File: src/rtl/recon_pkg.sv
// Shared types and constants for the dividend reconstructor.
// Optional consistency check is enabled with RECON_CHECK_EN.
package recon_pkg;

  localparam int DEF_WIDTH = 4;

  typedef enum logic [1:0] {
    IDLE = 2'd0,
    MULT = 2'd1,
    ADD  = 2'd2,
    DONE = 2'd3
  } state_t;

  function automatic int cnt_width(
    input int w
  );
    return $clog2(w + 1);
  endfunction

endpackage

File: src/rtl/recon_datapath.sv
// Shift-and-add multiplier plus final remainder adder.
// Driven by load/step/add strobes from the control FSM.
module recon_datapath
  import recon_pkg::*;
#(
  parameter int WIDTH = DEF_WIDTH
) (
  input  logic               Clock,
  input  logic               Resetn,
  input  logic               load,
  input  logic               step,
  input  logic               add,
  input  logic [WIDTH-1:0]   divisor,
  input  logic [WIDTH-1:0]   quotient,
  input  logic [WIDTH-1:0]   remainder,
  output logic [2*WIDTH-1:0] dividend,
  output logic               last
);

  localparam int CW = cnt_width(WIDTH);

  logic [2*WIDTH-1:0] acc;
  logic [2*WIDTH-1:0] mcand;
  logic [WIDTH-1:0]   mplier;
  logic [WIDTH-1:0]   rem_r;
  logic [CW-1:0]      count;

  // Final step of the multiply: count goes to zero on this edge
  assign last = (count == CW'(1));

  always_ff @(posedge Clock) begin
    if (!Resetn) begin
      acc      <= '0;
      mcand    <= '0;
      mplier   <= '0;
      rem_r    <= '0;
      count    <= '0;
      dividend <= '0;
    end else begin
      if (load) begin
        acc    <= '0;
        mcand  <= {{WIDTH{1'b0}}, divisor};
        mplier <= quotient;
        rem_r  <= remainder;
        count  <= CW'(WIDTH);
      end else if (step) begin
        if (mplier[0])
          acc <= acc + mcand;
        mcand  <= mcand << 1;
        mplier <= mplier >> 1;
        count  <= count - CW'(1);
      end
      if (add)
        dividend <= acc + {{WIDTH{1'b0}}, rem_r};
    end
  end

endmodule

File: src/rtl/dividend_reconstructor.sv
// Rebuilds Dividend = Quotient*Divisor + Remainder.
// Define RECON_CHECK_EN to add the Error consistency output.
module dividend_reconstructor
  import recon_pkg::*;
#(
  parameter int WIDTH = DEF_WIDTH
) (
  input  logic               Clock,
  input  logic               Resetn,
  input  logic               Go,
  input  logic [WIDTH-1:0]   Divisor,
  input  logic [WIDTH-1:0]   Quotient,
  input  logic [WIDTH-1:0]   Remainder,
`ifdef RECON_CHECK_EN
  output logic               Error,
`endif
  output logic [2*WIDTH-1:0] Dividend,
  output logic               Busy,
  output logic               Done
);

  state_t state;
  logic   load;
  logic   step;
  logic   add;
  logic   last;

  assign load = (state == IDLE) && Go;
  assign step = (state == MULT);
  assign add  = (state == ADD);

  always_ff @(posedge Clock) begin
    if (!Resetn) begin
      state <= IDLE;
    end else begin
      unique case (state)
        IDLE: if (Go) state <= MULT;
        MULT: if (last) state <= ADD;
        ADD:  state <= DONE;
        DONE: state <= IDLE;
        default: state <= IDLE;
      endcase
    end
  end

  assign Busy = (state == MULT) || (state == ADD);
  assign Done = (state == DONE);

`ifdef RECON_CHECK_EN
  logic flag;

  always_ff @(posedge Clock) begin
    if (!Resetn)
      flag <= 1'b0;
    else if (load)
      flag <= (Divisor == '0) || (Remainder >= Divisor);
  end

  assign Error = Done && flag;
`endif

  recon_datapath #(
    .WIDTH(WIDTH)
  ) u_dp (
    .Clock     (Clock),
    .Resetn    (Resetn),
    .load      (load),
    .step      (step),
    .add       (add),
    .divisor   (Divisor),
    .quotient  (Quotient),
    .remainder (Remainder),
    .dividend  (Dividend),
    .last      (last)
  );

endmodule

File: config.mk
export PLATFORM = sky130hd
export DESIGN_NAME = dividend_reconstructor
export DESIGN_NICKNAME = d
export VERILOG_FILES = /design/src/rtl/recon_pkg.sv /design/src/rtl/recon_datapath.sv /design/src/rtl/dividend_reconstructor.sv
export SDC_FILE = /design/constraint.sdc
export NUM_CORES = 1
export LEC_CHECK = 0
export CORE_MARGIN = 5
export CORE_UTILIZATION = 50
export DETAILED_ROUTE_END_ITERATION = 8
export GPL_ROUTABILITY_DRIVEN = 0
export PLACE_DENSITY_LB_ADDON = 0.12
export SLEW_MARGIN = 30
export SYNTH_ARGS = -nofsm -noshare
export SYNTH_HDL_FRONTEND = slang
export SYNTH_SLANG_ARGS = --single-unit
File: constraint.sdc
create_clock -name Clock -period 3.75 [get_ports Clock]
set_clock_uncertainty 0.15 [all_clocks]
set_input_delay 0.375 -clock Clock [delete_from_list [all_inputs] [get_ports Clock]]
set_output_delay 0.375 -clock Clock [all_outputs]
set_load 0.05 [all_outputs]
==> run_summary.xml <==
<?xml version="1.0" encoding="UTF-8"?>
<metrics>
  <group name="run_status">
    <metric name="outcome" unit="">completed</metric>
  </group>
  <group name="global_routing">
    <metric name="grt-ovfl-total" unit="">0</metric>
    <metric name="number_of_antenna_violations_at_the_first_check_in_global_routing" unit="">0</metric>
    <metric name="first_pass_grt_wire_length" unit="microns">6640</metric>
    <metric name="grt_start_max_net_pins" unit="">25</metric>
    <metric name="via_count_of_the_first_global_routing_pass" unit="">1476</metric>
    <metric name="grtUsageTotal" unit="">0.158</metric>
  </group>
  <group name="cells_and_area">
    <metric name="final_nets" unit="">286</metric>
    <metric name="insertedDiodeCount" unit="">0</metric>
    <metric name="final_layout_size_suffix_gt1_frac" unit="">0.0437</metric>
    <metric name="most_common_cell_after_layout_fill_and_taps_aside" unit="">sky130_fd_sc_hd__dfxtp_1</metric>
    <metric name="area_of_all_sequential_standard_cells" unit="sq um">741</metric>
    <metric name="fill_cells" unit="">349</metric>
    <metric name="area_used_by_multi_input_combinational_logic" unit="sq mm">0.00115</metric>
    <metric name="areaGrowthSynthToFinish" unit="%">19.3</metric>
    <metric name="most-common-layout-cells" unit="">sky130_fd_sc_hd__dfxtp_1, sky130_fd_sc_hd__nor2_1, sky130_fd_sc_hd__nand2_1</metric>
  </group>
  <group name="die">
    <metric name="core_area" unit="sq mm">0.00374</metric>
    <metric name="die_w" unit="microns">72.9</metric>
    <metric name="chipHeight" unit="microns">72.9</metric>
    <metric name="placement_rows" unit="">22</metric>
    <metric name="dieArea" unit="sq mm">0.00532</metric>
    <metric name="initial_core_util" unit="">0.529</metric>
    <metric name="i_o_pins" unit="">25</metric>
  </group>
  <group name="cts">
    <metric name="clock_path_buffers" unit="">2</metric>
    <metric name="cts.clk_slew.worst_paths" unit="ns">0.08</metric>
    <metric name="postCtsHoldBufs" unit="">0</metric>
    <metric name="cts_made_buffers" unit="">5</metric>
    <metric name="cts.repair_timing.setup_buffer_count" unit="">0</metric>
    <metric name="clock_sink_count" unit="">37</metric>
    <metric name="cts_resized" unit="">0</metric>
    <metric name="clk_root_buffer_cell" unit="">sky130_fd_sc_hd__clkbuf_8</metric>
    <metric name="clkLatencyLatePin" unit="ns">0.29</metric>
    <metric name="tritoncts" unit="">yes</metric>
    <metric name="clock_tree.htree_level_count" unit="">2</metric>
  </group>
  <group name="hold_path">
    <metric name="worst_hold_endpoint" unit="">u_dp.rem_r[0]</metric>
    <metric name="worstHoldPathCells" unit="">2</metric>
    <metric name="hold_path.class" unit="">register to register</metric>
    <metric name="hp-start" unit="">u_dp.rem_r[0]</metric>
  </group>
  <group name="worst_setup_path">
    <metric name="rr_endpoint" unit="">u_dp.acc[6]</metric>
    <metric name="worstRegToRegCells" unit="">6</metric>
    <metric name="reg2reg_slack" unit="ns">1.35</metric>
    <metric name="cp.required" unit="ns">3.22</metric>
    <metric name="worst-endpoint-arrival" unit="ns">1.88</metric>
    <metric name="critical_path.startpoint_type" unit="">register</metric>
    <metric name="crit_type" unit="">register to output port</metric>
    <metric name="cp_slowest_cell" unit="">sky130_fd_sc_hd__clkdlybuf4s50_1</metric>
    <metric name="cpPeakStageDelay" unit="ns">0.80</metric>
    <metric name="crit_chain" unit="">inv_1, ha_1, clkdlybuf4s50_1</metric>
    <metric name="rr_startpoint" unit="">state[0]</metric>
    <metric name="cp_max_fo" unit="">4</metric>
    <metric name="endpoint_kind" unit="">output port</metric>
  </group>
  <group name="logic_synthesis">
    <metric name="postSynthCellCount" unit="">229</metric>
    <metric name="synthesized_flop_and_latch_total" unit="">37</metric>
    <metric name="netlist-cell-type-count" unit="">39</metric>
    <metric name="synthMuxAreaShare" unit="">0.0606</metric>
    <metric name="synth_seq_area_share" unit="">0.374</metric>
    <metric name="netlist_area" unit="sq mm">0.00198</metric>
    <metric name="yosysWarnings" unit="">0</metric>
    <metric name="synthAdderAreaFrac" unit="">0.134</metric>
    <metric name="synth-compound-area-share" unit="">0.179</metric>
    <metric name="post_synth_xor_area_fraction" unit="">0.0310</metric>
    <metric name="synth_simple_gate_area_share" unit="">0.177</metric>
    <metric name="synth_top_family_by_area" unit="">compound AO/OA/AOI/OAI gates</metric>
    <metric name="synth.avg_cell_area" unit="sq um">8.65</metric>
    <metric name="synthesis.nets" unit="">264</metric>
  </group>
  <group name="route">
    <metric name="violation_count_after_the_first_detailed_route_iteration" unit="">65</metric>
    <metric name="ant_nets" unit="">0</metric>
    <metric name="drc_errors" unit="">0</metric>
    <metric name="wire_length_per_cell" unit="microns">12.7</metric>
    <metric name="post_route_wl" unit="microns">3800</metric>
    <metric name="vias_per_cell" unit="">5.28</metric>
    <metric name="detailedRoute.firstPassIterationCount" unit="">4</metric>
    <metric name="dr_total_vias" unit="">1584</metric>
  </group>
  <group name="timing">
    <metric name="worst_slew_margin_rel" unit="">0.487</metric>
    <metric name="setup-violations-final" unit="">0</metric>
    <metric name="slew_viol_final" unit="">0</metric>
    <metric name="grt_setup_unrepaired" unit="">no</metric>
    <metric name="fin_crit" unit="ns">2.40</metric>
    <metric name="clock.fmax" unit="MHz">417</metric>
    <metric name="final.setup.worst_slack" unit="ns">1.35</metric>
    <metric name="final.setup.tns" unit="ns">0</metric>
    <metric name="final.period_utilization" unit="">0.640</metric>
    <metric name="final_number_of_hold_violating_endpoints" unit="">0</metric>
    <metric name="timing_worst_slew_pin_value" unit="ns">0.769</metric>
  </group>
  <group name="run">
    <metric name="drv_cap" unit="">0</metric>
  </group>
  <group name="power">
    <metric name="total_leakage_power" unit="nW">0.900</metric>
    <metric name="cellPowerDensity" unit="mW/mm^2">622</metric>
    <metric name="irDropWorstVdd" unit="mV">0.555</metric>
    <metric name="fin_total_pwr" unit="mW">1.47</metric>
  </group>
  <group name="place">
    <metric name="io_buffers" unit="">24</metric>
    <metric name="final_hpwl_from_detailed_placement" unit="microns">2840</metric>
    <metric name="detailedPlace.worstSlack" unit="ns">1.25</metric>
  </group>
</metrics>
## registers in the layout, summed over array words and instances, names as in the netlist
name	count
state	2
u_dp.acc	8
u_dp.mplier	4
u_dp.mcand	8
u_dp.rem_r	4
u_dp.count	3
u_dp.dividend	8
## how the worst max path moves through the flow
stage,startpoint,end,cells past startpoint
after CTS,state[0],u_dp.acc[6],6
after global routing,state[0],u_dp.acc[6],7
after global placement,Go,u_dp.acc[6],5
after detailed placement,Go,u_dp.acc[6],5
after floorplan,u_dp.mcand[0],u_dp.acc[6],8
final,state[0],Busy,3
## routing by layer
| layer | track usage | share of wire | wire length, microns |
|---|---|---|---|
| met1 | 0.214 | 0.50 | 1910 |
| met4 | 0.0553 | 0.013 | 51 |
| met5 | 0 | 0 | 0 |
| met2 | 0.242 | 0.44 | 1660 |
| met3 | 0.0413 | 0.047 | 179 |
## cell type report
type	instances	share of cell area
clock inverter	2	0.0159
sequential	37	0.314
timing repair buffer	25	0.105
clock buffer	6	0.0350
tap	48	0.0254
inverter	11	0.0175
multi-input combinational	171	0.488
## cell usage after synthesis
master / number / area share
sky130_fd_sc_hd__and3_1: 1 / 0.0032
sky130_fd_sc_hd__and2_1: 3 / 0.0095
sky130_fd_sc_hd__a311oi_1: 1 / 0.0044
sky130_fd_sc_hd__nor4_1: 1 / 0.0032
sky130_fd_sc_hd__and4_1: 1 / 0.0044
sky130_fd_sc_hd__nor2b_1: 2 / 0.0063
sky130_fd_sc_hd__a21o_2: 1 / 0.0044
sky130_fd_sc_hd__buf_2: 3 / 0.0076
sky130_fd_sc_hd__nor3_1: 3 / 0.0076
sky130_fd_sc_hd__a21o_1: 2 / 0.0076
sky130_fd_sc_hd__a31oi_1: 1 / 0.0032
sky130_fd_sc_hd__a211oi_1: 9 / 0.034
sky130_fd_sc_hd__buf_1: 4 / 0.0076
sky130_fd_sc_hd__clkbuf_2: 1 / 0.0025
sky130_fd_sc_hd__ha_1: 18 / 0.11
sky130_fd_sc_hd__fa_1: 2 / 0.020
sky130_fd_sc_hd__o41ai_1: 1 / 0.0044
sky130_fd_sc_hd__a21oi_1: 21 / 0.053
sky130_fd_sc_hd__o21a_1: 4 / 0.015
sky130_fd_sc_hd__nand2_1: 25 / 0.047
sky130_fd_sc_hd__xor2_1: 2 / 0.0088
sky130_fd_sc_hd__nand3_1: 6 / 0.015
sky130_fd_sc_hd__and2b_1: 2 / 0.0076
sky130_fd_sc_hd__mux2i_1: 12 / 0.061
sky130_fd_sc_hd__nand2b_1: 2 / 0.0063
sky130_fd_sc_hd__o31ai_1: 2 / 0.0076
sky130_fd_sc_hd__o211ai_1: 3 / 0.011
sky130_fd_sc_hd__xnor2_1: 5 / 0.022
sky130_fd_sc_hd__dfxtp_1: 37 / 0.37
sky130_fd_sc_hd__or3_1: 3 / 0.0095
sky130_fd_sc_hd__inv_1: 11 / 0.021
sky130_fd_sc_hd__o21ai_0: 7 / 0.018
sky130_fd_sc_hd__a2111o_1: 1 / 0.0057
sky130_fd_sc_hd__a211oi_2: 1 / 0.0063
sky130_fd_sc_hd__buf_4: 1 / 0.0038
sky130_fd_sc_hd__o311ai_1: 1 / 0.0044
sky130_fd_sc_hd__nor2_1: 26 / 0.049
sky130_fd_sc_hd__clkbuf_1: 1 / 0.0019
sky130_fd_sc_hd__nand3b_1: 2 / 0.0076
## report_power, final
| group | switching (mW) | internal, mW | total (mW) |
|---|---|---|---|
| registers | 0.0513 | 0.473 | 0.525 |
| clock network | 0.144 | 0.216 | 0.360 |
| logic | 0.358 | 0.226 | 0.584 |
## metrics by stage
| step | hold slack (ns) | cells | util | cell area, sq um |
|---|---|---|---|---|
| final | 0.319 | 300 | 0.631 | 2360 |
| after global routing | 0.334 | 300 | 0.631 | 2360 |
| after CTS | 0.316 | 300 | 0.631 | 2360 |
| after detailed placement | 0.305 | 292 | 0.599 | 2240 |
| after global placement | 0.299 | 292 | 0.599 | 2240 |
| after floorplan | 0.291 | 229 | - | 1980 |
## critical path, delay by kind of cell, from the launching register on
| family | cells | cell delay [ns] |
|---|---|---|
| buf+inv | 2 | 0.90 |
| flops | 1 | 0.39 |
| fa+ha+maj | 1 | 0.30 |
## cell families (layout without fill, tap and decap cells)
family / after synthesis / in the layout
flip-flops: 37 / 37
adder cells (fa/ha/maj): 20 / 20
AO/OA/AOI/OAI: 55 / 55
multiplexers: 12 / 12
buffers and inverters: 21 / 44
XOR/XNOR: 7 / 7
AND/OR/NAND/NOR: 77 / 77
No activity file was read; power rests on OpenSTA's default activity.
